===== src/rtl/peg_l2_mac_tx_framer.sv =====
// -----------------------------------------------------------------------------
// peg_l2_mac_tx_framer
//   Frames MAC TX payload words for the RMII RS TX stage. Every frame gets one
//   preamble/SFD word in front. Short frames are zero-padded to MIN_FRM_B bytes.
//   When PEG_L2_MAC_TX_FCS_EN is defined, a CRC-32 FCS is appended right after
//   the last payload/pad byte.
//
//   Optional feature macro: PEG_L2_MAC_TX_FCS_EN (undefined = no CRC, no FCS).
//
// Ports
//   rmii_ref_clk  in   clock, shared with RS TX
//   rst           in   synchronous active-high reset
//   in_valid/in_sop/in_eop/in_data/in_size/in_error  payload word in
//   in_ready      out  payload word accepted when in_valid & in_ready
//   pkt_valid/pkt_sop/pkt_eop/pkt_data/pkt_size/pkt_error  registered framed word
//   pkt_ready     in   RS TX accepts the current framed word
// -----------------------------------------------------------------------------
module peg_l2_mac_tx_framer #(
    parameter int PKT_DATA_W = 64,
    parameter int PKT_SIZE_W = 16,
    parameter int MIN_FRM_B  = 60
) (
    input  logic                  rmii_ref_clk,
    input  logic                  rst,
    input  logic                  in_valid,
    input  logic                  in_sop,
    input  logic                  in_eop,
    input  logic [PKT_DATA_W-1:0] in_data,
    input  logic [PKT_SIZE_W-1:0] in_size,
    input  logic                  in_error,
    output logic                  in_ready,
    output logic                  pkt_valid,
    output logic                  pkt_sop,
    output logic                  pkt_eop,
    output logic [PKT_DATA_W-1:0] pkt_data,
    output logic [PKT_SIZE_W-1:0] pkt_size,
    output logic                  pkt_error,
    input  logic                  pkt_ready
);

    localparam logic [63:0]           PREAMBLE = 64'hD555_5555_5555_5555;
    localparam logic [PKT_SIZE_W-1:0] MIN_B    = PKT_SIZE_W'(MIN_FRM_B);
    localparam logic [PKT_SIZE_W-1:0] W8       = PKT_SIZE_W'(8);
    localparam logic [PKT_SIZE_W-1:0] W64      = PKT_SIZE_W'(64);
`ifdef PEG_L2_MAC_TX_FCS_EN
    localparam logic [PKT_SIZE_W-1:0] W4       = PKT_SIZE_W'(4);
`endif

    typedef enum logic [1:0] {IDLE_S, DATA_S, PAD_S, FCS_S} state_t;

    // Keep bytes [n-1:0] of a word, zero the rest.
    function automatic logic [63:0] keep_bytes(input logic [63:0] d,
                                               input logic [PKT_SIZE_W-1:0] n);
        logic [63:0] r;
        r = '0;
        for (int i = 0; i < 8; i++)
            if (PKT_SIZE_W'(i) < n) r[8*i +: 8] = d[8*i +: 8];
        return r;
    endfunction

    // Byte counter add that sticks at all-ones instead of wrapping.
    function automatic logic [PKT_SIZE_W-1:0] sat_add(input logic [PKT_SIZE_W-1:0] a,
                                                      input logic [PKT_SIZE_W-1:0] b);
        logic [PKT_SIZE_W:0] s;
        s = {1'b0, a} + {1'b0, b};
        return s[PKT_SIZE_W] ? '1 : s[PKT_SIZE_W-1:0];
    endfunction

`ifdef PEG_L2_MAC_TX_FCS_EN
    // Reflected CRC-32 (0x04C11DB7 -> 0xEDB88320), first n bytes, LSB byte first.
    function automatic logic [31:0] crc_upd(input logic [31:0] c,
                                            input logic [63:0] d,
                                            input logic [PKT_SIZE_W-1:0] n);
        logic [31:0] r;
        r = c;
        for (int i = 0; i < 8; i++) begin
            if (PKT_SIZE_W'(i) < n) begin
                r = r ^ {24'd0, d[8*i +: 8]};
                for (int b = 0; b < 8; b++)
                    r = r[0] ? ((r >> 1) ^ 32'hEDB8_8320) : (r >> 1);
            end
        end
        return r;
    endfunction
`endif

    state_t                state;
    logic [PKT_SIZE_W-1:0] byte_cnt;
    logic                  err_q;
`ifdef PEG_L2_MAC_TX_FCS_EN
    logic [31:0]           crc_q;
    logic [31:0]           fcs_res_q;
    logic [PKT_SIZE_W-1:0] res_bytes_q;
    logic                  final_word;
    logic [31:0]           crc_step;
    logic [31:0]           fcs;
    logic [31:0]           fcs_res;
    logic [PKT_SIZE_W-1:0] res_bytes;
`endif

    logic                  ld_en;
    logic                  accept;
    logic [PKT_SIZE_W-1:0] in_bytes;
    logic [63:0]           data_m;
    logic [PKT_SIZE_W-1:0] word_end;
    logic [PKT_SIZE_W-1:0] tot;
    logic                  pad_need;
    logic                  pad_last;
    logic                  err_now;
    logic [63:0]           fin_data;
    logic [PKT_SIZE_W-1:0] fin_bytes;
    logic [63:0]           fin_out_data;
    logic                  fin_out_eop;
    logic [PKT_SIZE_W-1:0] fin_out_size;
    state_t                fin_next;

    // The output register is free when empty or being drained this cycle.
    assign ld_en    = ~pkt_valid | pkt_ready;
    assign in_ready = (state == DATA_S) & ld_en;
    assign accept   = in_valid & in_ready;

    // NOTE: every output of this block gets a value on every path; a missed
    // default here would silently infer a latch.
    always_comb begin
        in_bytes = in_eop ? (in_size >> 3) : W8;
        data_m   = keep_bytes(in_data, in_bytes);
        word_end = sat_add(byte_cnt, W8);
        tot      = sat_add(byte_cnt, in_bytes);
        // Pad words are needed only if this word cannot itself reach the minimum.
        pad_need = (tot < MIN_B) && (word_end < MIN_B);
        pad_last = (word_end >= MIN_B);
        err_now  = err_q | (accept & in_error);

        // Word carrying the last payload/pad byte and its byte count.
        if (state == PAD_S) begin
            fin_data  = '0;
            fin_bytes = MIN_B - byte_cnt;
        end else begin
            fin_data  = data_m;
            fin_bytes = (tot < MIN_B) ? (MIN_B - byte_cnt) : in_bytes;
        end

`ifdef PEG_L2_MAC_TX_FCS_EN
        final_word   = (state == PAD_S) ? pad_last : (in_eop & ~pad_need);
        crc_step     = crc_upd(crc_q, fin_data, final_word ? fin_bytes : W8);
        // Errored frames get a deliberately wrong (inverted) FCS.
        fcs          = ~crc_step ^ {32{err_now}};
        fin_out_data = fin_data | ({32'd0, fcs} << (fin_bytes << 3));
        fcs_res      = fcs >> ((W8 - fin_bytes) << 3);
        res_bytes    = fin_bytes - W4;
        if (fin_bytes <= W4) begin
            fin_out_eop  = 1'b1;
            fin_out_size = (fin_bytes + W4) << 3;
            fin_next     = IDLE_S;
        end else begin
            fin_out_eop  = 1'b0;
            fin_out_size = W64;
            fin_next     = FCS_S;
        end
`else
        fin_out_data = fin_data;
        fin_out_eop  = 1'b1;
        fin_out_size = fin_bytes << 3;
        fin_next     = IDLE_S;
`endif
    end

    // NOTE: sequential state uses non-blocking assignments so every register
    // samples pre-edge values; later assignments in this block override the
    // default "pkt_valid <= 0" when a word is loaded.
    always_ff @(posedge rmii_ref_clk) begin
        if (rst) begin
            state       <= IDLE_S;
            byte_cnt    <= '0;
            err_q       <= 1'b0;
            pkt_valid   <= 1'b0;
            pkt_sop     <= 1'b0;
            pkt_eop     <= 1'b0;
            pkt_data    <= '0;
            pkt_size    <= '0;
            pkt_error   <= 1'b0;
`ifdef PEG_L2_MAC_TX_FCS_EN
            crc_q       <= 32'hFFFF_FFFF;
            fcs_res_q   <= '0;
            res_bytes_q <= '0;
`endif
        end else begin
            if (ld_en) pkt_valid <= 1'b0;

            case (state)
                IDLE_S: begin
                    byte_cnt <= '0;
                    err_q    <= 1'b0;
`ifdef PEG_L2_MAC_TX_FCS_EN
                    crc_q    <= 32'hFFFF_FFFF;
`endif
                    // The sop word itself is held and consumed in DATA_S.
                    if (ld_en && in_valid && in_sop) begin
                        pkt_valid <= 1'b1;
                        pkt_sop   <= 1'b1;
                        pkt_eop   <= 1'b0;
                        pkt_data  <= PREAMBLE;
                        pkt_size  <= W64;
                        pkt_error <= 1'b0;
                        state     <= DATA_S;
                    end
                end

                DATA_S: begin
                    if (accept) begin
                        err_q     <= err_now;
                        byte_cnt  <= word_end;
                        pkt_valid <= 1'b1;
                        pkt_sop   <= 1'b0;
`ifdef PEG_L2_MAC_TX_FCS_EN
                        crc_q     <= crc_step;
`endif
                        if (in_eop && !pad_need) begin
                            pkt_data  <= fin_out_data;
                            pkt_eop   <= fin_out_eop;
                            pkt_size  <= fin_out_size;
                            pkt_error <= fin_out_eop & err_now;
                            state     <= fin_next;
`ifdef PEG_L2_MAC_TX_FCS_EN
                            fcs_res_q   <= fcs_res;
                            res_bytes_q <= res_bytes;
`endif
                        end else begin
                            pkt_data  <= data_m;
                            pkt_eop   <= 1'b0;
                            pkt_size  <= W64;
                            pkt_error <= 1'b0;
                            if (in_eop) state <= PAD_S;
                        end
                    end
                end

                PAD_S: begin
                    if (ld_en) begin
                        byte_cnt  <= word_end;
                        pkt_valid <= 1'b1;
                        pkt_sop   <= 1'b0;
`ifdef PEG_L2_MAC_TX_FCS_EN
                        crc_q     <= crc_step;
`endif
                        if (pad_last) begin
                            pkt_data  <= fin_out_data;
                            pkt_eop   <= fin_out_eop;
                            pkt_size  <= fin_out_size;
                            pkt_error <= fin_out_eop & err_q;
                            state     <= fin_next;
`ifdef PEG_L2_MAC_TX_FCS_EN
                            fcs_res_q   <= fcs_res;
                            res_bytes_q <= res_bytes;
`endif
                        end else begin
                            pkt_data  <= '0;
                            pkt_eop   <= 1'b0;
                            pkt_size  <= W64;
                            pkt_error <= 1'b0;
                        end
                    end
                end

`ifdef PEG_L2_MAC_TX_FCS_EN
                FCS_S: begin
                    // Residual word: FCS bytes that did not fit the last word.
                    if (ld_en) begin
                        pkt_valid <= 1'b1;
                        pkt_sop   <= 1'b0;
                        pkt_eop   <= 1'b1;
                        pkt_data  <= {32'd0, fcs_res_q};
                        pkt_size  <= res_bytes_q << 3;
                        pkt_error <= err_q;
                        state     <= IDLE_S;
                    end
                end
`endif

                default: state <= IDLE_S;
            endcase
        end
    end

endmodule


===== config.mk =====
export PLATFORM = sky130hd
export DESIGN_NAME = peg_l2_mac_tx_framer
export DESIGN_NICKNAME = d
export VERILOG_FILES = /design/src/rtl/peg_l2_mac_tx_framer.sv
export SDC_FILE = /design/constraint.sdc
export NUM_CORES = 1
export LEC_CHECK = 0
export ABC_AREA = 1
export CORE_MARGIN = 8
export CORE_UTILIZATION = 65
export CTS_BUF_LIST = sky130_fd_sc_hd__clkbuf_4 sky130_fd_sc_hd__clkbuf_8
export CTS_CLUSTER_DIAMETER = 100
export DETAILED_ROUTE_END_ITERATION = 10
export DONT_BUFFER_PORTS = 1
export HOLD_SLACK_MARGIN = 0.06
export PLACE_DENSITY = 0.81
export SYNTH_ARGS = -nofsm -noshare
export SYNTH_HDL_FRONTEND = slang
export SYNTH_SLANG_ARGS = --single-unit

===== constraint.sdc =====
create_clock -name rmii_ref_clk -period 7.5 [get_ports rmii_ref_clk]
set_input_delay 1.125 -clock rmii_ref_clk [delete_from_list [all_inputs] [get_ports rmii_ref_clk]]
set_output_delay 1.125 -clock rmii_ref_clk [all_outputs]
set_load 0.02 [all_outputs]

==> results.ini <==
[status]
status = complete, no violations

[sta]
tightest_slew_ns = 1.15
final_hold_viol_count = 0
slew_headroom_pct = 23.1
fin_crit_ns = 4.41
finalSetupViolCount = 0
max_freq_ghz = 0.227
fin_skew_ns = 0.0205
grt_setup_unrepaired = no
slew_violations = 0
fin_ws_ns = 3.09
finalCritPeriodShare_pct = 58.8
setup-tns-final_ns = 0

[yosys]
synth_edf_count = 0
seq_area_frac_synth_pct = 31.5
synth_cells = 1014
synth_largest_type_area_fraction_pct = 31.5
avgSynthCellArea_um2 = 6.26
syn_area_mm2 = 0.00635
synth-async-reset-ratio_pct = 0
yosysTopAreaCell = dfxtp_1
yosysWarnings = 0
synth.area.top_cells = dfxtp_1 32%, nand2_1 21%, a21oi_1 7.5%
synthMostInstantiatedCell = nand2_1
ys_types = 43
yosys_register_bits = 100
synthFlopType = dfxtp_1
synth_common_cells = 347 x nand2_1, 100 x dfxtp_1, 96 x inv_1

[clock_network]
clk_pin_slew_ns = 0.11
cts_hold_buf = 0
cts_max_path_buffers = 2
cts_setup_buffers = 0
h-tree-depth = 3
clk_latency_ns = 0.38
clock-root-buffer = clkbuf_8
post_cts_resized = 0
cts_tree = built
clock-sinks = 100
numCtsBuffers = 9

[cells_and_area]
drive_gt1_share_pct = 5.62
diodes = 0
nets = 1073
syn2layout_area_growth_pct = 1.06

[routing]
via_count = 6303
first_iter_violations = 741
wirelength_um = 17900
routedWlPerCell_um = 16.1
dr.pass1.iters = 7
via_per_inst = 5.67
detail-route-antenna-nets = 0
drc_errors = 0

[setup_path]
crit_required_ns = 7.80
worstSetupStartpointType = register
end_kind = register
arrival_ns = 4.71
path_class = reg -> reg
crit_fanout = 93

[floorplanning]
fp.dieW_um = 115
start_util_pct = 65.9
die_area_mm2 = 0.0132
fp-row-count = 36
io_pins = 172
die_h_um = 115
core_mm2 = 0.00964

[global_routing]
antenna_found_initial = 0
overflow = 0
grt_pass1_wl_um = 28600
grt_usage_pct = 26.8
grt_pass1_vias = 5732
grt_start_max_net_pins = 94

[pwr]
powerDensity_mw_per_mm2 = 307
power_leakage_uw = 0.00279
ir_drop_uv = 373

[job]
drv_cap = 0

[placed_design]
dpl_worst_slack_ns = 3.18
port_buffers = 0
place.gp.congestion = 0.962
dpl.hpwl_um = 13400

[worst_hold_path]
hold_class = reg -> reg

[path summary, 6_finish.rpt]
path,start,end,slack [ns],depth (start not counted)
max,state[1]$_SDFFE_PP0P_,pkt_data[34]$_SDFFE_PP0P_,3.09,15
min,err_q$_SDFFE_PP0P_,pkt_error$_SDFFE_PP0P_,0.51,2
max reg2reg,state[1]$_SDFFE_PP0P_,pkt_data[34]$_SDFFE_PP0P_,3.09,15
min reg2reg,err_q$_SDFFE_PP0P_,pkt_error$_SDFFE_PP0P_,0.51,2
[worst max-delay path, cell delays in order (launching register included)]
cell      delay (ns)
dfxtp_1         0.36
inv_1           0.09
ha_1            0.56
inv_1           0.29
nor2_1          0.46
nand2_1         0.15
inv_1           0.15
nor2_1          0.06
o21ai_0         0.21
o211ai_1        0.12
buf_4           0.41
inv_1           0.29
nand2_1         0.71
nand2_1         0.23
inv_1           0.05
a21oi_1         0.15
[cell usage in the layout, fill, tap and decap left out, types with 3 or more instances in the layout]
cell      count
o21ai_0      18
nand3_1      86
a21oi_1      95
nand3_2       4
conb_1        3
a31oi_1      20
xor2_1       14
inv_1        96
nand2_4       3
nor3_1        7
nand4_1      11
nand2_2      11
inv_2         6
nand2_1     347
nand3_4       3
ha_1         12
nor2_2        3
nor2_1       80
clkbuf_8      9
dfxtp_1     100
o21ai_1       3
nand3b_1     16
[power by group]
part / internal (uW) / total, uW / switching, uW
registers: 625 / 794 / 168
clock network: 132 / 354 / 221
logic: 237 / 825 / 587
total: 995 / 1970 / 977
[metal layers]
| layer | up-vias | global-route usage [%] | share of wire, % |
|---|---|---|---|
| met4 | 0 | 9.02 | 2.1 |
| met3 | 28 | 8.56 | 13 |
| met2 | 307 | 40.8 | 43 |
| met5 | - | 0 | 0 |
| met1 | 2804 | 35.1 | 42 |
| li1 | 3164 | - | - |
[stage by stage]
stage	cell area (um2)	util [%]	cells	power, uW	hold slack [ns]
global placement	6210	64.4	1096	1620	0.479
detailed placement	6210	64.4	1096	1620	0.487
global route	6420	66.6	1112	2130	0.538
floorplan	6360	-	1016	1490	0.465
finish	6420	66.6	1112	1970	0.508
CTS	6420	66.6	1112	1960	0.511
[kinds of logic after synthesis]
logic type | Yosys count | synth area share (%)
AND/OR/NAND/NOR | 582 | 40.3
buffers and inverters | 157 | 11.1
flip-flops | 100 | 31.5
XOR/XNOR | 16 | 2.21
adder cells (fa/ha/maj) | 12 | 2.36
AO/OA/AOI/OAI | 146 | 12.4
other | 1 | 0.0591
[state kept, by name, summed over array words and instances (netlist names)]
signal / count
pkt_data: 64
byte_cnt: 16
pkt_size: 13
state: 2
err_q: 1
pkt_eop: 1
pkt_error: 1
pkt_sop: 1
pkt_valid: 1
[final cells by class]
cell class	count	area, um2
Timing Repair Buffer	1	7.51
Inverter	103	387
Fill cell	930	3220
Clock inverter	7	80.1
Tap cell	133	166
Sequential cell	100	2000
Clock buffer	9	124
Multi-Input combinational cell	759	3650
Note: power is estimated with default switching activity, not from simulation.
